[config.mk]
export PLATFORM = sky130hd
export DESIGN_NAME = alu_seq
export DESIGN_NICKNAME = d
export VERILOG_FILES = /design/src/rtl/alu_pkg.sv /design/src/rtl/alu_mul_iter.sv /design/src/rtl/alu_seq.sv
export SDC_FILE = /design/constraint.sdc
export NUM_CORES = 1
export LEC_CHECK = 0
export CAP_MARGIN = 5
export CORE_UTILIZATION = 50
export CTS_CLUSTER_SIZE = 20
export DETAILED_ROUTE_END_ITERATION = 8
export PLACE_DENSITY = 0.66
export SYNTH_ARGS = -nofsm -noshare
export SYNTH_HDL_FRONTEND = slang
export SYNTH_SLANG_ARGS = --single-unit
[constraint.sdc]
create_clock -name i_clk -period 6.7 [get_ports i_clk]
set_clock_uncertainty 0.1 [all_clocks]
set_input_delay 1.34 -clock i_clk [delete_from_list [all_inputs] [get_ports i_clk]]
set_output_delay 1.34 -clock i_clk [all_outputs]
set_load 0.01 [all_outputs]
[src/rtl/alu_pkg.sv]
// Shared constants for the sequential ALU: opcodes, flag bit positions and FSM state encoding.
package alu_pkg;

  typedef logic [2:0] opcode_t;

  localparam opcode_t OP_ADD   = 3'b000;
  localparam opcode_t OP_SUB   = 3'b001;
  localparam opcode_t OP_AND   = 3'b010;
  localparam opcode_t OP_SHIFT = 3'b011;
  localparam opcode_t OP_MUL   = 3'b100;
  localparam opcode_t OP_OR    = 3'b110;
  localparam opcode_t OP_XOR   = 3'b111;

  localparam int FLG_NEG  = 0;
  localparam int FLG_POS  = 1;
  localparam int FLG_ZERO = 2;
  localparam int FLG_OVF  = 3;

  localparam logic [1:0] IDLE = 2'd0;
  localparam logic [1:0] MUL  = 2'd1;
  localparam logic [1:0] DONE = 2'd2;

endpackage

[src/rtl/alu_mul_iter.sv]
// Iterative signed shift-add multiplier: one multiplier bit per cycle, WIDTH cycles per product.
module alu_mul_iter
  import alu_pkg::*;
#(
  parameter int WIDTH = 10
) (
  input  logic             clk,
  input  logic             rst_n,
  input  logic             start,
  input  logic [WIDTH-1:0] a,
  input  logic [WIDTH-1:0] b,
  output logic             done,
  output logic [WIDTH-1:0] product,
  output logic             ovf
);

  localparam int CW = (WIDTH > 1) ? $clog2(WIDTH) : 1;

  logic [2*WIDTH-1:0] acc_reg;
  logic [2*WIDTH-1:0] mcand_reg;
  logic [WIDTH-1:0]   mplier_reg;
  logic [CW-1:0]      cnt_reg;
  logic               busy_reg;
  logic               last;
  logic [2*WIDTH-1:0] pp;
  logic [2*WIDTH-1:0] acc_next;
  logic [WIDTH:0]     upper;

  assign last = busy_reg && (cnt_reg == CW'(WIDTH - 1));

  // The multiplier sign bit carries weight -2^(WIDTH-1), so its partial product is subtracted.
  always_comb begin
    pp       = mplier_reg[0] ? mcand_reg : '0;
    acc_next = (cnt_reg == CW'(WIDTH - 1)) ? (acc_reg - pp) : (acc_reg + pp);
  end

  always_ff @(posedge clk) begin
    if (!rst_n) begin
      busy_reg   <= 1'b0;
      cnt_reg    <= '0;
      acc_reg    <= '0;
      mcand_reg  <= '0;
      mplier_reg <= '0;
    end else if (start) begin
      busy_reg   <= 1'b1;
      cnt_reg    <= '0;
      acc_reg    <= '0;
      mcand_reg  <= {{WIDTH{a[WIDTH-1]}}, a};
      mplier_reg <= b;
    end else if (busy_reg) begin
      acc_reg    <= acc_next;
      mcand_reg  <= mcand_reg << 1;
      mplier_reg <= mplier_reg >> 1;
      cnt_reg    <= last ? '0 : (cnt_reg + CW'(1));
      if (last) begin
        busy_reg <= 1'b0;
      end
    end
  end

  // Product fits WIDTH signed bits only if the top WIDTH+1 bits are all equal.
  assign upper   = acc_next[2*WIDTH-1:WIDTH-1];
  assign done    = last;
  assign product = acc_next[WIDTH-1:0];
  assign ovf     = !((&upper) || !(|upper));

endmodule

[src/rtl/alu_seq.sv]
// Handshaked registered ALU: single-cycle ops complete in one cycle, MUL runs through the iterative multiplier.
module alu_seq
  import alu_pkg::*;
#(
  parameter int WIDTH = 10
) (
  input  logic                    i_clk,
  input  logic                    i_rst_n,
  input  logic                    i_valid,
  output logic                    o_ready,
  input  logic signed [WIDTH-1:0] i_arg0,
  input  logic signed [WIDTH-1:0] i_arg1,
  input  logic [2:0]              i_oper,
  output logic                    o_valid,
  input  logic                    i_ready,
  output logic signed [WIDTH-1:0] o_result,
  output logic [3:0]              o_flag
);

  logic [1:0]              state_reg;
  logic signed [WIDTH-1:0] result_reg;
  logic [3:0]              flag_reg;
  logic [3:0]              flag_next;

  logic signed [WIDTH-1:0] sum;
  logic signed [WIDTH-1:0] diff;
  logic signed [WIDTH-1:0] shl;
  logic signed [WIDTH-1:0] shr;
  logic [WIDTH:0]          shamt;
  logic                    shamt_big;
  logic signed [WIDTH-1:0] alu_result;
  logic                    alu_ovf;
  logic signed [WIDTH-1:0] load_result;
  logic                    load_ovf;

  logic                    mul_start;
  logic                    mul_done;
  logic [WIDTH-1:0]        mul_product;
  logic                    mul_ovf;

  assign mul_start = (state_reg == IDLE) && i_valid && (i_oper == OP_MUL);

  alu_mul_iter #(.WIDTH(WIDTH)) u_mul (
    .clk     (i_clk),
    .rst_n   (i_rst_n),
    .start   (mul_start),
    .a       (i_arg0),
    .b       (i_arg1),
    .done    (mul_done),
    .product (mul_product),
    .ovf     (mul_ovf)
  );

  // Shift magnitude needs one extra bit so that negating the most negative amount stays positive.
  always_comb begin
    sum       = i_arg0 + i_arg1;
    diff      = i_arg0 - i_arg1;
    shamt     = i_arg1[WIDTH-1] ? -{i_arg1[WIDTH-1], i_arg1} : {1'b0, i_arg1};
    shamt_big = (shamt >= (WIDTH+1)'(WIDTH));
    shl       = i_arg0 <<< shamt;
    shr       = i_arg0 >>> shamt;
  end

  always_comb begin
    alu_result = '0;
    alu_ovf    = 1'b0;
    case (i_oper)
      OP_ADD: begin
        alu_result = sum;
        alu_ovf    = (i_arg0[WIDTH-1] == i_arg1[WIDTH-1]) && (sum[WIDTH-1] != i_arg0[WIDTH-1]);
      end
      OP_SUB: begin
        alu_result = diff;
        alu_ovf    = (i_arg0[WIDTH-1] != i_arg1[WIDTH-1]) && (diff[WIDTH-1] != i_arg0[WIDTH-1]);
      end
      OP_AND: alu_result = i_arg0 & i_arg1;
      OP_OR:  alu_result = i_arg0 | i_arg1;
      OP_XOR: alu_result = i_arg0 ^ i_arg1;
      OP_SHIFT: begin
        if (i_arg1[WIDTH-1]) begin
          alu_result = shamt_big ? {WIDTH{i_arg0[WIDTH-1]}} : shr;
        end else begin
          alu_result = shamt_big ? '0 : shl;
        end
      end
      default: alu_result = '0;
    endcase
  end

  always_comb begin
    load_result          = (state_reg == MUL) ? mul_product : alu_result;
    load_ovf             = (state_reg == MUL) ? mul_ovf : alu_ovf;
    flag_next            = '0;
    flag_next[FLG_NEG]   = load_result[WIDTH-1];
    flag_next[FLG_ZERO]  = (load_result == '0);
    flag_next[FLG_POS]   = !load_result[WIDTH-1] && (load_result != '0);
    flag_next[FLG_OVF]   = load_ovf;
  end

  always_ff @(posedge i_clk) begin
    if (!i_rst_n) begin
      state_reg  <= IDLE;
      result_reg <= '0;
      flag_reg   <= '0;
    end else begin
      case (state_reg)
        IDLE: begin
          if (i_valid) begin
            if (i_oper == OP_MUL) begin
              state_reg <= MUL;
            end else begin
              state_reg  <= DONE;
              result_reg <= load_result;
              flag_reg   <= flag_next;
            end
          end
        end
        MUL: begin
          if (mul_done) begin
            state_reg  <= DONE;
            result_reg <= load_result;
            flag_reg   <= flag_next;
          end
        end
        DONE: begin
          if (i_ready) begin
            state_reg <= IDLE;
          end
        end
        default: state_reg <= IDLE;
      endcase
    end
  end

  assign o_ready  = (state_reg == IDLE);
  assign o_valid  = (state_reg == DONE);
  assign o_result = result_reg;
  assign o_flag   = flag_reg;

endmodule
Word level (Yosys, flattened, before mapping)

Index checks and enable logic that the tools add are counted.

Register bits after elaboration: 71

Add/sub/neg operators: 6
$lt $le $gt $ge: 1
Equal/unequal tests: 17
Shift operators: 2
Multiplexer cells: 31
Bitwise logic cells: 4
Reductions and logical operators: 21

Operators by type and width:

| kind                | count |
|---|---|
| $mux 10             | 9 |
| $mux 20             | 4 |
| $pmux 10 s6         | 1 |
| $add 20x20->20      | 1 |
| $pmux 10 s2         | 1 |
| $sub 20x20->20      | 1 |
| $mux 4              | 4 |
| $ge 11x4->1 const B | 1 |
| $mux 11             | 1 |
| $neg 11->11         | 1 |
| $reduce_and 11->1   | 1 |
| $reduce_or 11->1    | 1 |
| $sshl 10x11->10     | 1 |
| $sshr 10x11->10     | 1 |
| $add 10x10->10      | 1 |
| $and 10x10->10      | 1 |
| $logic_not 10->1    | 1 |
| $or 10x10->10       | 1 |
| $reduce_bool 10->1  | 1 |
| $sub 10x10->10      | 1 |
| $xor 10x10->10      | 1 |
| $eq 3x3->1 const B  | 3 |
| $mux 2              | 4 |
| $pmux 4 s2          | 1 |
| other kinds (23)    | 39 |

Depth between registers and ports, before layout

Word-level depth: 12
Gate-level depth with buffers: 20
Mapped depth without buffers: 20

Cells and area by module

Synthesis repeated with hierarchy kept, for this count alone.

Cells, all modules: 916
Area, all modules: 7135.6 sq um

Modules (own cells, without submodules):

| module       | instances | cells each | area an instance (sq um) | seq. area each (sq um) |
|---|---|---|---|---|
| alu_mul_iter | 1         | 465        | 3829.9                   | 1101.1 |
| alu_seq      | 1         | 451        | 3305.7                   | 300.3 |

Least setup slack after synthesis

No wires, ideal clock.

Kind: input port to flip-flop
From: input i_arg1[0]
To: register flag_reg[2], in the netlist o_flag[2]
Library setup time: 96 ps
Arrival: 4779 ps
Slack: 1725 ps
Cell stages on the path: 15
Path buffers: 3
Cells stage by stage: buf_2 > inv_1 > clkbuf_1 > ha_1 > or3b_2 > and3_1 > or3_1 > o21ba_2 > buf_4 > nand2_1 > a311o_1 > a21oi_1 > nand3_1 > or4_1 > o41ai_2

Word-level cells in the longest chain between the ends: 11
Elaborated cells on any way between the ends: 20

Ends and longest elaborated chain:

| what                                | RTL line                     | RTL |
|---|---|---|
| from (decl)                         | alu_seq.sv:12                | `input logic signed [WIDTH-1:0] i_arg1,` |
| $neg 11->11                         | alu_seq.sv:58                | `shamt = i_arg1[WIDTH-1] ? -{i_arg1[WIDTH-1], i_arg1} : {1'b0, i_arg1};` |
| $mux 11                             | alu_seq.sv:58                |  |
| $ge 11x4->1 (tied with other cells) | alu_seq.sv:59                | `shamt_big = (shamt >= (WIDTH+1)'(WIDTH));` |
| $mux 10 (on tied branches)          | alu_seq.sv:83, alu_seq.sv:81 |  |
| $mux 10                             | alu_seq.sv:80                | `if (i_arg1[WIDTH-1]) begin` |
| $pmux 10 s6 *                       | alu_seq.sv:67                | `case (i_oper)` |
| $mux 10 *                           | alu_seq.sv:91                | `load_result = (state_reg == MUL) ? mul_product : alu_result;` |
| $logic_not 10->1 *                  | alu_seq.sv:95                | `flag_next[FLG_ZERO] = (load_result == '0);` |
| $mux 4                              | alu_seq.sv:109               | `if (i_oper == OP_MUL) begin` |
| $mux 4                              | alu_seq.sv:108               | `if (i_valid) begin` |
| $pmux 4 s2 *                        | alu_seq.sv:106               | `case (state_reg)` |
| to (signal assigned)                | alu_seq.sv:114               | `flag_reg <= flag_next;` |
| to (signal assigned)                | alu_seq.sv:122               | `flag_reg <= flag_next;` |
| to (decl)                           | alu_seq.sv:22                | `logic [3:0] flag_reg;` |

Mark *: on every way between the ends. The rest lies on a longest branch, timed or not. The select of a mux whose other input is x is not followed.
A chain may end at the register's enable or synchronous reset.

Worst setup path after layout

From: register u_mul.mplier_reg[0]
To: register flag_reg[3], in the netlist o_flag[3]

Word-level cells in the longest chain between the ends: 11
Elaborated cells on any way between the ends: 14

Ends and longest elaborated chain:

| what                                                    | RTL line           | RTL |
|---|---|---|
| from (decl)                                             | alu_mul_iter.sv:21 | `logic [WIDTH-1:0] mplier_reg;` |
| from (signal assigned)                                  | alu_mul_iter.sv:53 | `mplier_reg <= mplier_reg >> 1;` |
| $mux 20 *                                               | alu_mul_iter.sv:33 | `pp = mplier_reg[0] ? mcand_reg : '0;` |
| $add 20x20->20 / $sub 20x20->20 (equally long branches) | alu_mul_iter.sv:34 | `acc_next = (cnt_reg == CW'(WIDTH - 1)) ? (acc_reg - pp) : (acc_reg + pp);` |
| $mux 20 *                                               | alu_mul_iter.sv:34 |  |
| $reduce_or 11->1                                        | alu_mul_iter.sv:65 | `assign ovf = !((&upper) \|\| !(\|upper));` |
| $logic_not 1->1                                         | alu_mul_iter.sv:65 |  |
| $logic_or 1x1->1 *                                      | alu_mul_iter.sv:65 |  |
| $logic_not 1->1 *                                       | alu_mul_iter.sv:65 |  |
| $mux 1 *                                                | alu_seq.sv:92      | `load_ovf = (state_reg == MUL) ? mul_ovf : alu_ovf;` |
| $mux 4                                                  | alu_seq.sv:109     |  |
| $mux 4                                                  | alu_seq.sv:108     |  |
| $pmux 4 s2 *                                            | alu_seq.sv:106     |  |

Marked as above.

==> results.md <==
Critical path:
- By startpoint and endpoint, the worst setup path is classified as register to register.
- The kind of launch point of the worst setup path is a register.
- The required time at the worst-slack endpoint is 6.81 ns.
- The critical path's top delay family is compound AO/OA/AOI/OAI gates.
- Data arrives at the worst endpoint at 5.65 ns.
- The largest driver fanout on the critical path is 28.
- The cell with the largest stage delay on the worst path is sky130_fd_sc_hd__dfxtp_1.
- The critical path goes through nand2_1, ha_1, nor2_1, nor2_1, a31oi_1, o21ai_0, ha_1, and2_1, a22o_1, a2111oi_0, buf_4, o21ai_0, o211ai_1, a2111oi_0, o41a_1, xnor2_1, nor4bb_1, o31ai_1.
- In this run the register-to-register setup slack is 1.16 ns.
- STA classifies the critical path endpoint as a register.
- The number of buffers and inverters on the critical path is 1.
- On the worst path, the slowest cell contributes a delay of 0.89 ns.

Finish:
- The fraction of layout cells with a size suffix above 1 is 6.12%.
- The number of inserted diodes is 0.
- The summed area of non-filler cells in the final layout is 0.00758 mm2.
- The layout overhead on the synthesized area is 12.3%.
- The final layout contains 992 nets.

Logic synthesis:
- The share of synthesized area in the top cell type comes to 20.7%.
- The share of async-settable or async-resettable flops after synthesis is 0%.
- The synthesized design spends more area on one cell type than any other, namely sky130_fd_sc_hd__dfxtp_1.
- By area the synthesized netlist is led by sky130_fd_sc_hd__dfxtp_1 21%, sky130_fd_sc_hd__ha_1 9.6%, sky130_fd_sc_hd__mux2i_1 9.2%.
- The total of flip-flops plus latches after synthesis is 70.
- The average size of a mapped cell is 7.57 um2.
- After synthesis, flip-flops and latches occupy 20.7% of the total area.
- The post-synthesis cell count is 892.
- The count of flip-flops with a built-in enable after synthesis is 0.
- The number of different library cells in the post-synthesis netlist is 71.
- The cell area that synthesis handed to floorplanning was 0.00675 mm2.
- The yosys synthesis warning count is 0.
- Counting instances in the post-synthesis netlist gives the leading cell types as 111 x sky130_fd_sc_hd__nor2_1, 80 x sky130_fd_sc_hd__a21oi_1, 79 x sky130_fd_sc_hd__nand2_1.
- The flip-flop cell with the highest count after synthesis is sky130_fd_sc_hd__dfxtp_1.
- The most common cell in the synthesized netlist is sky130_fd_sc_hd__nor2_1.
- The number of nets in the synthesized netlist is 974.

Drt:
- The detailed-routing iteration count for the pre-antenna-repair pass is 5.
- Detailed routing inserted a total of 6871 vias.
- In this run, the number of DRC markers left after iteration 0 of detailed routing was 714.
- After detailed routing, the average wire length per cell comes to 20.2 um.
- For this block, the routed nets add up to 22000 um of wire.
- The total DRC errors in the routed layout is 0.
- The count of nets left with antenna violations after detail routing is 0.
- Using the TritonRoute via totals, the vias-per-cell ratio works out to 6.30.

Place:
- The number of port buffers is 42.
- Routability-driven placement finished with a final weighted congestion of 0.955.
- The cell area reported after detailed placement is 0.00730 mm2.
- The half-perimeter wire length after placement is 16700 um.

Timing:
- Setup violations remaining at the end of the flow were counted as 0.
- The final-report max-slew violation count is 0.
- Setup repair after global routing left no endpoint under its margin.
- The number of hold-slack violations in the final timing report is 0.
- The maximum operating frequency is 180 MHz.
- The smallest clock period supported by the final layout is computed as 5.54 ns.
- The accumulated negative setup slack is 0 ns.
- The final critical path takes up 82.7% of the cycle.
- In this run the tightest slew margin relative to its limit is 26.1%.
- For the pin with the worst max-slew slack, the measured transition is 1.11 ns.

Floorplan:
- The placeable core area is 0.0132 mm2.
- The x dimension of the die is 118 um.
- Pin placement for this block handled 43 I/O pins.
- The chip height is 118 um.
- The die covers 0.0140 mm2.
- The initial core utilization is 51.2%.
- The number of placement rows is 42.

CTS:
- TritonCTS built the clock tree.
- The clock net in this run drives a total of 70 sinks.
- Buffers added to address setup during post-CTS repair amount to 0.
- The cts-stage hold buffer count is 0.
- CTS built an H-tree with a depth of 3.
- The insertion delay to the later sink of the worst-skew pair is 0.34 ns.
- After clock tree synthesis, the clock-pin slew on the worst setup and hold paths is 0.06 ns.
- Buffers inserted during clock tree synthesis total 9.
- Once the clock tree was built, the resizer swapped 0 gates to a different size.
- The clock passes through at most 2 buffers.
- Clock tree synthesis selected as its root buffer the cell sky130_fd_sc_hd__clkbuf_16.

Power and ir drop:
- Dividing total power by cell area gives a power density of 186 mW/mm2.
- The worst-case vdd ir drop is 0.125 mV.
- The analysis attributes to cell leakage a power of 2.96 nW.

GRT:
- The maximum number of pins on one net before global-route repair is 55.
- The initial antenna violation count came to 1.
- After global routing the overflow that remains totals 0.
- The number of global-route vias before repair came to 6292.
- Global routing consumed, over all layers together, 31.8% of the routing resources.
- The global-route wire length before repair is 34600 um.

Run:
- The tool flagged a number of max-cap violations equal to 0.

Worst hold path:
- The class of the tightest hold or removal check is register to register.

Run status:
- The flow ran to the end, and the final reports show no timing, DRC or antenna violations.
## layer usage
metal	track usage (%)	share of wire, %	vias to the layer above	wire (um)
li1	-	-	3281	-
met1	46.1	47	3240	10400
met2	47.3	42	316	9340
met3	6.08	8.6	32	1890
met4	9.13	1.7	2	379
met5	0	0.045	-	10
## cells in the final DEF (no fill, tap or decap), types with 8 or more instances in the layout
cell,count
sky130_fd_sc_hd__nor2_1,111
sky130_fd_sc_hd__a21oi_1,80
sky130_fd_sc_hd__nand2_1,79
sky130_fd_sc_hd__dfxtp_1,69
sky130_fd_sc_hd__mux2i_1,62
sky130_fd_sc_hd__ha_1,52
sky130_fd_sc_hd__inv_1,48
sky130_fd_sc_hd__o21ai_0,42
sky130_fd_sc_hd__clkdlybuf4s50_1,42
sky130_fd_sc_hd__a211oi_1,32
sky130_fd_sc_hd__xnor2_1,31
sky130_fd_sc_hd__nor3_1,26
sky130_fd_sc_hd__nand3_1,18
sky130_fd_sc_hd__xor2_1,14
sky130_fd_sc_hd__buf_4,14
sky130_fd_sc_hd__nand2b_1,11
sky130_fd_sc_hd__a31oi_1,11
sky130_fd_sc_hd__o31ai_1,11
sky130_fd_sc_hd__a21o_1,9
sky130_fd_sc_hd__clkbuf_16,9
sky130_fd_sc_hd__and3_1,8
## cells by family after synthesis
logic type,after synthesis,synth area share [%]
xor gates and xnor gates,45,5.84
buffers and inverters,98,5.71
muxes,71,11.9
adders and majority gates,55,10.5
DFF,70,20.7
and+or+nand+nor,299,20.3
AOI/OAI and AO/OA,254,25.0
## through the flow
| step | hold slack, ns | power [mW] | cells | utilization (%) | worst slack, ns |
|---|---|---|---|---|---|
| 6_report | 0.369 | 1.41 | 1091 | 57.5 | 1.16 |
| 5_1_grt | 0.396 | 1.48 | 1091 | 57.5 | 0.966 |
| 4_1_cts | 0.373 | 1.41 | 1091 | 57.5 | 1.39 |
| 3_5_place_dp | 0.365 | 0.953 | 1075 | 55.4 | 1.11 |
| 3_3_place_gp | 0.353 | 0.945 | 1075 | 55.4 | 1.17 |
| 2_1_floorplan | 0.356 | 0.804 | 892 | - | 1.73 |
## tightest hold or removal path, cell delays in order, from the launching register on
cell	delay, ns
sky130_fd_sc_hd__dfxtp_1	0.32
sky130_fd_sc_hd__nand2_1	0.05
sky130_fd_sc_hd__a21oi_1	0.05
## cell type report
cell class / count / area (um2)
repair buffers: 56 / 526
inverters: 49 / 184
clock inverters: 7 / 52.6
multi-input cells: 724 / 4970
clock buffers: 9 / 225
fillers: 1243 / 5610
flip-flops and latches: 70 / 1400
well taps: 176 / 220
## final timing paths
path,startpoint,to,cells after the start
worst max-delay path,u_mul.mplier_reg[0]$_SDFFE_PN0P_,o_flag[3]$_SDFFE_PN0P_,18
worst min-delay path,o_result[1]$_SDFFE_PN0P_,o_result[1]$_SDFFE_PN0P_,2
worst max register to register,u_mul.mplier_reg[0]$_SDFFE_PN0P_,o_flag[3]$_SDFFE_PN0P_,18
worst min register to register,o_result[1]$_SDFFE_PN0P_,o_result[1]$_SDFFE_PN0P_,2
## report_power, final
group          switching [mW]  internal (mW)  total, mW
Sequential             0.0159          0.434      0.450
Clock                   0.199          0.254      0.454
Combinational           0.299          0.208      0.507
Power figures use the tool's default switching activity.
